## src/rtl/seg7_pkg.sv

```systemverilog
`default_nettype none
// ============================================================================
//  Module      : seg7_pkg
//  Description : Shared constants and types for the seven-segment display
//                blocks: hex-to-segment table, digit count, all-off common
//                pattern and the frame record used for digit buffering.
//  Revision    : 1.0  initial release
// ============================================================================
package seg7_pkg;

   localparam int NUM_DIGITS = 4;

   // Commons are active low; this pattern turns every digit off.
   localparam logic [NUM_DIGITS-1:0] COM_ALL_OFF = 4'b1111;

   // Segment patterns {g,f,e,d,c,b,a}, active high. Entry 0 is the
   // rightmost element of the concatenation, so SEG_TABLE[n] decodes n.
   localparam logic [15:0][6:0] SEG_TABLE = {
      7'b1110001,  // F
      7'b1111001,  // E
      7'b1011110,  // d
      7'b1011000,  // c
      7'b1111100,  // b
      7'b1110111,  // A
      7'b1101111,  // 9
      7'b1111111,  // 8
      7'b0000111,  // 7
      7'b1111101,  // 6
      7'b1101101,  // 5
      7'b1100110,  // 4
      7'b1001111,  // 3
      7'b1011011,  // 2
      7'b0000110,  // 1
      7'b0111111   // 0
   };

   // One buffered frame: four hex nibbles plus their decimal points.
   typedef struct packed {
      logic [4*NUM_DIGITS-1:0] digits;
      logic [NUM_DIGITS-1:0]   dp;
   } frame_t;

endpackage
`default_nettype wire

```

## src/rtl/seg7_decode.sv

```systemverilog
`default_nettype none
// ============================================================================
//  Module      : seg7_decode
//  Description : Combinational hex nibble to seven-segment decoder with a
//                blank override that forces every segment off.
//  Ports       : nibble  [3:0] in  - hex value to show
//                blank         in  - 1 forces segment to all zeros
//                segment [6:0] out - {g,f,e,d,c,b,a}, active high
//  Revision    : 1.0  initial release
// ============================================================================
module seg7_decode
   import seg7_pkg::*;
(
   input  logic [3:0] nibble,
   input  logic       blank,
   output logic [6:0] segment
);

   always_comb begin
      segment = blank ? 7'b0000000 : SEG_TABLE[nibble];
   end

endmodule
`default_nettype wire

```

## src/rtl/seg7_scan4.sv

```systemverilog
`default_nettype none
// ============================================================================
//  Module      : seg7_scan4
//  Description : Four-digit multiplexed seven-segment driver. Double-buffers
//                loaded digits so a frame never tears, scans one digit per
//                DIV_COUNT cycles with a one-cycle all-off gap between
//                digits, and optionally blanks leading zeros.
//  Ports       : clk, rst_n          - clock, synchronous active-low reset
//                digits[15:0], dp[3:0], load - frame data and load strobe
//                blank_lz            - leading-zero blanking enable
//                com[3:0]            - digit commons, active low
//                segment[6:0], dp_out - active digit segments / point
//                frame_done          - one-cycle pulse per frame boundary
//  Revision    : 1.0  initial release
// ============================================================================
module seg7_scan4
   import seg7_pkg::*;
#(
   parameter int DIV_COUNT = 25000
) (
   input  logic        clk,
   input  logic        rst_n,
   input  logic [15:0] digits,
   input  logic [3:0]  dp,
   input  logic        load,
   input  logic        blank_lz,
   output logic [3:0]  com,
   output logic [6:0]  segment,
   output logic        dp_out,
   output logic        frame_done
);

   localparam int               DIV_W    = (DIV_COUNT > 1) ? $clog2(DIV_COUNT) : 1;
   localparam logic [DIV_W-1:0] DIV_LAST = DIV_W'(DIV_COUNT - 1);

   logic [DIV_W-1:0] div_q, div_d;
   logic [1:0]       idx_q, idx_d;
   logic             tick_dly_q, tick_dly_d;   // tick delayed to the output stage
   logic             gap_q, gap_d;             // high during the all-off gap cycle
   logic             pend_vld_q, pend_vld_d;
   frame_t           pend_q, pend_d;
   frame_t           disp_q, disp_d;
   logic [3:0]       com_q, com_d;
   logic [6:0]       seg_q, seg_d;
   logic             dp_out_q, dp_out_d;
   logic             frame_done_q, frame_done_d;

   logic             tick;
   logic             boundary;
   frame_t           load_frame;
   logic [3:0]       lz_blank;
   logic [3:0]       sel_nibble;
   logic [6:0]       sel_seg;

   assign load_frame = '{digits: digits, dp: dp};

   // A digit is blanked only when it and every digit to its left are zero.
   assign lz_blank[NUM_DIGITS-1] = blank_lz && (disp_q.digits[15:12] == 4'h0);
   for (genvar gi = NUM_DIGITS - 2; gi >= 1; gi--) begin : g_lz
      assign lz_blank[gi] = lz_blank[gi+1] && (disp_q.digits[4*gi +: 4] == 4'h0);
   end
   assign lz_blank[0] = 1'b0;

   assign sel_nibble = disp_q.digits[{idx_q, 2'b00} +: 4];

   seg7_decode u_decode (
      .nibble  (sel_nibble),
      .blank   (lz_blank[idx_q]),
      .segment (sel_seg)
   );

   always_comb begin
      tick     = (div_q == DIV_LAST);
      boundary = tick && (idx_q == 2'd3);

      div_d = tick ? '0 : div_q + DIV_W'(1);
      idx_d = tick ? idx_q + 2'd1 : idx_q;

      // A load on the boundary edge bypasses the pending stage entirely.
      pend_d     = pend_q;
      pend_vld_d = pend_vld_q;
      disp_d     = disp_q;
      if (load) begin
         if (boundary) begin
            disp_d     = load_frame;
            pend_vld_d = 1'b0;
         end else begin
            pend_d     = load_frame;
            pend_vld_d = 1'b1;
         end
      end else if (boundary && pend_vld_q) begin
         disp_d     = pend_q;
         pend_vld_d = 1'b0;
      end

      // Output stage runs one edge behind the index: on the edge after a
      // tick the new digit is presented with every common off, and the
      // common is enabled one edge after that.
      tick_dly_d   = tick;
      gap_d        = tick_dly_q;
      com_d        = com_q;
      seg_d        = seg_q;
      dp_out_d     = dp_out_q;
      if (tick_dly_q) begin
         com_d    = COM_ALL_OFF;
         seg_d    = sel_seg;
         dp_out_d = disp_q.dp[idx_q];
      end else if (gap_q) begin
         com_d    = ~(4'b0001 << idx_q);
      end
      frame_done_d = tick_dly_q && (idx_q == 2'd0);
   end

   always_ff @(posedge clk) begin
      if (!rst_n) begin
         div_q        <= '0;
         idx_q        <= 2'd0;
         tick_dly_q   <= 1'b0;
         gap_q        <= 1'b0;
         pend_vld_q   <= 1'b0;
         pend_q       <= '0;
         disp_q       <= '0;
         com_q        <= COM_ALL_OFF;
         seg_q        <= 7'b0000000;
         dp_out_q     <= 1'b0;
         frame_done_q <= 1'b0;
      end else begin
         div_q        <= div_d;
         idx_q        <= idx_d;
         tick_dly_q   <= tick_dly_d;
         gap_q        <= gap_d;
         pend_vld_q   <= pend_vld_d;
         pend_q       <= pend_d;
         disp_q       <= disp_d;
         com_q        <= com_d;
         seg_q        <= seg_d;
         dp_out_q     <= dp_out_d;
         frame_done_q <= frame_done_d;
      end
   end

   assign com        = com_q;
   assign segment    = seg_q;
   assign dp_out     = dp_out_q;
   assign frame_done = frame_done_q;

endmodule
`default_nettype wire

```

## config.mk

```make
export PLATFORM = sky130hd
export DESIGN_NAME = seg7_scan4
export DESIGN_NICKNAME = d
export VERILOG_FILES = /design/src/rtl/seg7_pkg.sv /design/src/rtl/seg7_decode.sv /design/src/rtl/seg7_scan4.sv
export SDC_FILE = /design/constraint.sdc
export NUM_CORES = 1
export LEC_CHECK = 0
export CAP_MARGIN = 5
export CELL_PAD_IN_SITES_DETAIL_PLACEMENT = 0
export CELL_PAD_IN_SITES_GLOBAL_PLACEMENT = 1
export CORE_AREA = 5 5 113 89
export DETAILED_ROUTE_END_ITERATION = 16
export DIE_AREA = 0 0 118 94
export PLACE_DENSITY_LB_ADDON = 0.25
export SLEW_MARGIN = 20
export SYNTH_ARGS = -nofsm -noshare
export SYNTH_HDL_FRONTEND = slang
export SYNTH_SLANG_ARGS = --single-unit
```

## constraint.sdc

```tcl
create_clock -name clk -period 2.16 [get_ports clk]
set_clock_uncertainty 0.1 [all_clocks]
set_input_delay 0.648 -clock clk [delete_from_list [all_inputs] [get_ports clk]]
set_output_delay 0.648 -clock clk [all_outputs]
set_load 0.01 [all_outputs]
```

## Word level (Yosys, flattened, before mapping)

Memory sizes are Yosys's and may differ from the RTL's.
Cells that the tools add are included.

- Output and inout port bits: 13
- Memory bits (read-only): 112
- Input port bits: 24
- Memories: 1
- Word-level logic and storage cells: 53
- Flip-flop bits (word level): 73

Memories:

| name | depth | bits a word | rd ports | clocked after memory_dff | wr ports | RTL line | source |
|---|---|---|---|---|---|---|---|
| (no name shown) | 16 | 7 | 1 | 0 | 0 | seg7_decode.sv:20 | `segment = blank ? 7'b0000000 : SEG_TABLE[nibble];` |

- Order comparisons: 2
- Eq/ne operators: 3
- Add/subtract/negate cells: 2
- Bitwise gates (word level): 3
- Reductions and logical operators: 15
- Shift-type cells: 2
- Muxes and demuxes: 12

Operator list:

| cell | number |
|---|---|
| $mux W20 | 3 |
| $shiftx A16 B5 Y4 | 1 |
| $add A15 B1 Y15 const B | 1 |
| $eq A15 B15 Y1 const B | 1 |
| $mux W7 | 2 |
| $logic_not A4 Y1 | 3 |
| $logic_and A1 B1 Y1 | 6 |
| $lt A4 B5 Y1 const B | 1 |
| $mux W1 | 5 |
| $bmux W1 S2 | 2 |
| $not A4 Y4 | 1 |
| $reduce_and A2 Y1 | 2 |
| $reduce_or A2 Y1 | 2 |
| $shl A1 B2 Y4 const A | 1 |
| $lt A2 B3 Y1 const B | 1 |
| $add A2 B1 Y2 const B | 1 |
| $eq A2 B2 Y1 const B | 1 |
| $logic_not A2 Y1 | 1 |
| $ne A2 B1 Y1 const B | 1 |
| $not A1 Y1 | 2 |
| $reduce_bool A2 Y1 | 1 |

## Depth between registers and ports, before layout

- Depth in word-level cells: 7
- Mapped depth: 8

## By module

Synthesis repeated with hierarchy kept, for this count alone.

- Cells, all modules: 393
- Area total of the unflattened synthesis: 3492.1 um^2

Modules (own cells, without submodules):

| module | instances | cells an instance | area an instance (um^2) | seq. area each (um^2) |
|---|---|---|---|---|
| seg7_scan4 | 1 | 360 | 3235.6 | 1461.4 |
| seg7_decode | 1 | 33 | 256.5 | 0.0 |

## Worst setup path before layout

OpenSTA, ideal clock, no wires.

- Path type: reg2reg
- From: reg idx_q[0]
- To: reg seg_q[3], in the netlist segment[3]
- Arrival time: 1.790 ns
- Required time: 1.917 ns
- Setup slack: 0.127 ns
- Clock period less this slack: 2.033 ns
- Library setup time: 0.143 ns
- Cell stages (with the launch flop): 8
- Cells stage by stage: dfxtp_1 buf_4 mux4_2 inv_1 ha_1 o21ai_0 o21a_1 o21ai_0

- Word-level cells in the longest chain between the ends: 4

RTL lines:

| element | RTL line | source |
|---|---|---|
| from (decl) | seg7_scan4.sv:37 | `logic [1:0] idx_q, idx_d;` |
| from (signal assigned) | seg7_scan4.sv:129 | `idx_q <= idx_d;` |
| $shiftx A16 B5 Y4 | seg7_scan4.sv:64 | `assign sel_nibble = disp_q.digits[{idx_q, 2'b00} +: 4];` |
| $mem_v2 Z16 W7 | - |  |
| $mux W7 (not written as such) | seg7_decode.sv:20 |  |
| $mux W7 * | seg7_decode.sv:20 |  |
| to (signal assigned) | seg7_scan4.sv:136 | `seg_q <= seg_d;` |
| to (decl) | seg7_scan4.sv:44 | `logic [6:0] seg_q, seg_d;` |

Mark *: on every way between the ends. The rest lies on a longest branch, timed or not. The select of a mux whose other input is x is not followed.
A chain may end at the register's enable or synchronous reset.

## Final worst setup path

Same ends and word-level chain as after synthesis.

==> flow_summary.ini <==
[outcome]
status = finished, final reports clean

[final_layout]
area_growth_pct = 25.1
drive_gt1_frac = 0.135
design_area_um2 = 4170
nFillCells = 856
diodes = 0
final_util = 0.475
fin_nets = 416

[floorplanning]
start_util = 0.379
coreArea_um2 = 8780
die-height_um = 94
rows = 30
io_pins = 37
die_area_um2 = 11100
die_x_um = 118

[critical_path]
path_cells = mux4_2 -> inv_1 -> ha_1 -> o21ai_0 -> o21a_1 -> o21ai_0
setup.worst_path.end = segment[3]
worstReg2RegStart = idx_q[0]
ff2ff_setup_slack_ns = 0.13
slowest_stage = mux4_2
critPathLaunch = idx_q[0]
startpoint_type = register
r2r-end = segment[3]
critPathKind = register to register
worst-r2r-cell-count = 6
critPathArrivalTime_ns = 2.12
cp.required_ns = 2.26
path_common_cell = o21ai_0
max_stage_delay_ns = 0.59
cp-end-kind = register
worst-path-max-fanout = 5

[global_route]
grt_start_max_net_pins = 46
antenna_found_initial = 0
grt_first_pass_wirelength_um = 11400
grt.overflow.total = 0
grt_pass1_vias = 2246
grt_usage = 0.129

[cts]
clockBufferDepth = 2
cts_hold_buf = 0
clock_sinks = 73
clk_latency_ns = 0.33
cts.clk_slew.worst_paths_ns = 0.06
cts_root_buf = clkbuf_16
htreeDepth = 3
cts_tree = built
cts_made_buffers = 9

[logic_synthesis]
syn_inst = 339
netlist_area_um2 = 3330
async_reset_ff_frac = 0
synth_ff_type = dfxtp_1
syn_area_per_cell_um2 = 9.83
synth.top_cells.by_count = dfxtp_1 (73), nor2_1 (65), mux2i_1 (46)
synth_top_cell_area_share = 0.439
synth_most_common_cell = dfxtp_1
synthTopCellsByArea = dfxtp_1 (44%), mux2i_1 (14%), nor2_1 (7.3%)
synth_top_area_cell = dfxtp_1
synth_edf_count = 0
synth_seq_cells = 73
yosysSeqAreaShare = 0.439
yosysWarnings = 0
syn_nets = 374
yosys.cell_types.count = 38

[routing]
vias_per_cell = 4.92
drc_errors = 0
vias = 2452
wl_um = 6890
antenna_left = 0
wire_per_inst_um = 13.8
drt_iter0_markers = 125
dr.pass1.iters = 4

[power]
power_density_nw_per_um2 = 721
switching_share = 0.216
power_frac_seq = 0.462
p_int_mw = 2.36
p_leak_nw = 1.61
power.share.clock = 0.478
power_frac_comb = 0.060
switching_power_uw = 649
vdd_drop_max_v = 0.000458

[sta]
slew_violations = 0
finalCritPeriodShare = 0.938
hold_viol_final = 0
fin_crit_ns = 2.03
fmax_mhz = 494
tns_ns = 0
slew_headroom = 0.671
rsz0062_at_grt = false
worst_pin_slew_ns = 0.489
setup_viol = 0

[placed_design]
numPortBuffers = 36
dp_hpwl_um = 4770
gp_congestion = 0.731
placed_area_um2 = 3870

[job]
cap_viol_max_count = 0

[min_path]
holdCritPathClass = register to register
==> worst min path at each step <==
stage                      end        from  slack (ns)  cells past startpoint
detailed placement  segment[6]  segment[6]        0.34                      2
global route        segment[0]  segment[0]        0.37                      2
CTS                   div_q[0]    div_q[0]        0.35                      1
floorplan             div_q[0]    div_q[0]        0.31                      1
global placement      div_q[0]    div_q[0]        0.34                      1
finish              segment[0]  segment[0]        0.35                      2
==> cell type report <==
cell class              count  area, um^2  area share
clock buffers              10         229      0.0549
clock inverters             6        58.8      0.0141
inverters                   7        26.3     0.00630
multi-input cells         241        1760       0.421
flip-flops and latches     73        1460       0.351
well taps                 112         140      0.0336
repair buffers             49         495       0.119
==> per-stage QoR <==
stage | setup WS, ns | hold WS [ns] | instances | total power [mW]
4_1_cts | 0.0562 | 0.353 | 497 | 3.05
6_report | 0.134 | 0.352 | 498 | 3.01
2_1_floorplan | 0.127 | 0.313 | 339 | 1.52
5_1_grt | 0.0155 | 0.371 | 498 | 3.13
3_3_place_gp | 0.0200 | 0.336 | 481 | 1.60
3_5_place_dp | 0.0117 | 0.341 | 481 | 1.60
==> sequential cells by signal, summed over array words and instances, names as in the netlist <==
signal,flops
pend_vld_q,1
div_q,15
gap_q,1
dp_out,1
idx_q,2
segment,7
disp_q,20
pend_q,20
com,4
gap_d,1
frame_done,1
==> power groups by stage <==
stage	Sequential (mW)	Clock (mW)	Combinational (mW)
final	1.39	1.44	0.181
after global placement	1.42	0	0.182
after detailed placement	1.42	0	0.183
after floorplan	1.42	0	0.104
after CTS	1.39	1.48	0.184
after global routing	1.39	1.54	0.199
==> layout by cell type (no fill, tap or decap), drive strengths merged, types with 2 or more instances in the layout <==
cell | netlist | routed
dfxtp | 73 | 73
nor2 | 65 | 65
mux2i | 46 | 46
clkdlybuf4s50 | 0 | 36
nand2 | 26 | 26
a211oi | 20 | 20
o21ai | 14 | 14
buf | 10 | 13
ha | 11 | 11
clkbuf | 8 | 10
xor2 | 7 | 7
xnor2 | 7 | 7
inv | 7 | 7
nand3 | 6 | 6
and3 | 6 | 6
mux4 | 5 | 5
a21oi | 5 | 5
clkinv | 0 | 5
nor4 | 3 | 3
nand4 | 3 | 3
nor3 | 3 | 3
o21a | 2 | 2
and4 | 2 | 2
==> critical path: cells and delay by family (launching register included) <==
kind                       cells  cell delay (ns)
adders and majority gates      1             0.26
DFF                            1             0.38
AOI/OAI and AO/OA              3             0.40
buffers and inverters          1             0.16
muxes                          1             0.59
==> what timing repair did <==
item	in CTS	in global routing
endpoints found under the setup margin	0	3
resized for setup	0	2
buffers inserted	0	1
==> per-layer routing <==
layer | wire length, um | share of wire | up-vias | global-route usage
li1 | - | - | 1263 | -
met1 | 3520 | 0.51 | 1137 | 0.173
met2 | 2970 | 0.43 | 50 | 0.187
met3 | 352 | 0.051 | 2 | 0.0512
met4 | 40 | 0.0058 | 0 | 0.0487
met5 | 0 | 0 | - | 0
==> logic make-up (layout without fill, tap and decap cells) <==
group,Yosys count,in the layout,synth area share
and+or+nand+nor,118,118,0.166
DFF,73,73,0.439
muxes,52,52,0.175
AOI/OAI and AO/OA,46,46,0.106
buffers and inverters,25,72,0.0353
xor gates and xnor gates,14,14,0.0368
adders and majority gates,11,11,0.0413
No activity file was read; power rests on OpenSTA's default activity.
==> patch, RTL diff (config.mk and constraints unchanged) <==
Set the parameter `DIV_COUNT` to 12500 (it was 25000).
--- a/src/rtl/seg7_scan4.sv
+++ b/src/rtl/seg7_scan4.sv
@@ -16,7 +16,7 @@
 module seg7_scan4
    import seg7_pkg::*;
 #(
-   parameter int DIV_COUNT = 25000
+   parameter int DIV_COUNT = 12500
 ) (
    input  logic        clk,
    input  logic        rst_n,
Function: no difference found for any inputs over 10 cycles, from zero or initial values and one cycle with rst_n low; that may be too few to reach the edited logic, so the function may still have changed.
==> patch against the original RTL <==
- power is 3.7% lower
- critical path depth is 1 higher
- combinational power is 13% higher
- worst setup slack worse by 0.27 ns
- the run now ends with negative setup slack left
- global-route usage is 0.66 points higher
- cell area is 11% higher
- sequential share of layout area is 3.8 points lower
- sequential cell count is 1 lower
- area after synthesis is 0.53% lower
- routed wire length is 13% higher
==> patch: results <==
[status]
outcome = "finished with violations"
failing_checks = "negative setup slack"

[layout]
nNonClkBuffers = 84
filler_cell_count = 828
clkCellAreaFrac_pct = 5.66
design_area_um2 = 4620
final-instance-count-excl-fill = 527
multi_input_comb_area_um2 = 1860
regArea_um2 = 1440
layout.sequential_cells = 72
layout.non_clock_inverters = 6
multi_input_comb_cells = 240
drive_above_1_share_pct = 27.5
nClkBuffers = 12
finalNetCount = 448
biggestRegsByFlops = "disp_q (20), pend_q (20), div_q (14)"

[min_path]
hp-start = "segment[6]"

[synthesis]
synth_area_in_adders_pct = 4.15
synth.avg_cell_area_um2 = 9.81
synth_compound_area_share_pct = 12.3
yosysSeqAreaShare_pct = 43.5
netlist_top_cells_area = "sky130_fd_sc_hd__dfxtp_1 43%, sky130_fd_sc_hd__mux2i_1 14%, sky130_fd_sc_hd__a211oi_2 7.6%"
post_synthesis_share_of_cell_area_spent_on_xor_and_xnor_gates_pct = 3.17
synth_fp_nets = 373
post_synth_mux_area_share_pct = 17.6
synth.cells.most_frequent = "72 x sky130_fd_sc_hd__dfxtp_1, 64 x sky130_fd_sc_hd__nor2_1, 46 x sky130_fd_sc_hd__mux2i_1, 30 x sky130_fd_sc_hd__nand2_1, 20 x sky130_fd_sc_hd__a211oi_2"
post_synth_num_cell_types = 39

[drt]
drt_first_iter_violations = 99
postRouteWirelength_um = 7750
met2RoutedLength_um = 3360
vias = 2609
drt-met1-wl_um = 3980
wl_met3_um = 312

[worst_setup_path]
rr_startpoint = "div_q[2]"
worst-path-max-fanout = 7
arrival_time_reported_for_the_critical_path_endpoint_ns = 2.45
category_of_cells_accounting_for_the_largest_share_of_critical_path_delay = "simple AND/OR/NAND/NOR gates"

[timing]
timing.final.setup_violations = 40
worst_slew_margin_rel_pct = 75.1
timing.setup.tns_ns = -3.58
timing.final.ws_setup_ns = -0.138

[power_and_ir_drop]
internal_power_uw = 2280
leakage_power_uw = 0.00184
power_frac_clock_pct = 45.6
vdd.ir_drop.worst_uv = 440

[grt]
grt_pass1_vias = 2466
grt_usage_pct = 13.6
groute.layer.met3.usage_pct = 4.58
grt_start_max_net_pins = 36
grt_pass1_wl_um = 12200

[placement]
dp_cells = 503
gp_congestion = 0.792
placement.setup.worst_slack_ns = -0.188
detailed_place.area_um2 = 4050
-- patch: cell types whose count changed after synthesis, moves of 2 or more --
cell                       change
sky130_fd_sc_hd__clkbuf_1      +3
sky130_fd_sc_hd__nand3_1       -2
sky130_fd_sc_hd__and4_1        -2
sky130_fd_sc_hd__nand2_1       +4
sky130_fd_sc_hd__xnor2_1       -2
sky130_fd_sc_hd__buf_2         -2
sky130_fd_sc_hd__or4_1         +2
sky130_fd_sc_hd__a211oi_1     -10
sky130_fd_sc_hd__buf_6         +2
sky130_fd_sc_hd__a211oi_2     +10
-- patch: path summary, 6_finish.rpt --
path	endpoint	slack [ns]	depth (start not counted)
setup / recovery	disp_q[18]	-0.14	7
hold / removal	segment[6]	0.35	2
setup reg to reg	disp_q[18]	-0.14	7
hold reg to reg	segment[6]	0.35	2
-- patch: timing repair --
action                     4_1_cts  5_1_grt
setup endpoints to repair       53       42
pin swaps                        0       11
cloned                           0        6
gates resized for setup          1       43
buffers inserted                 0        5
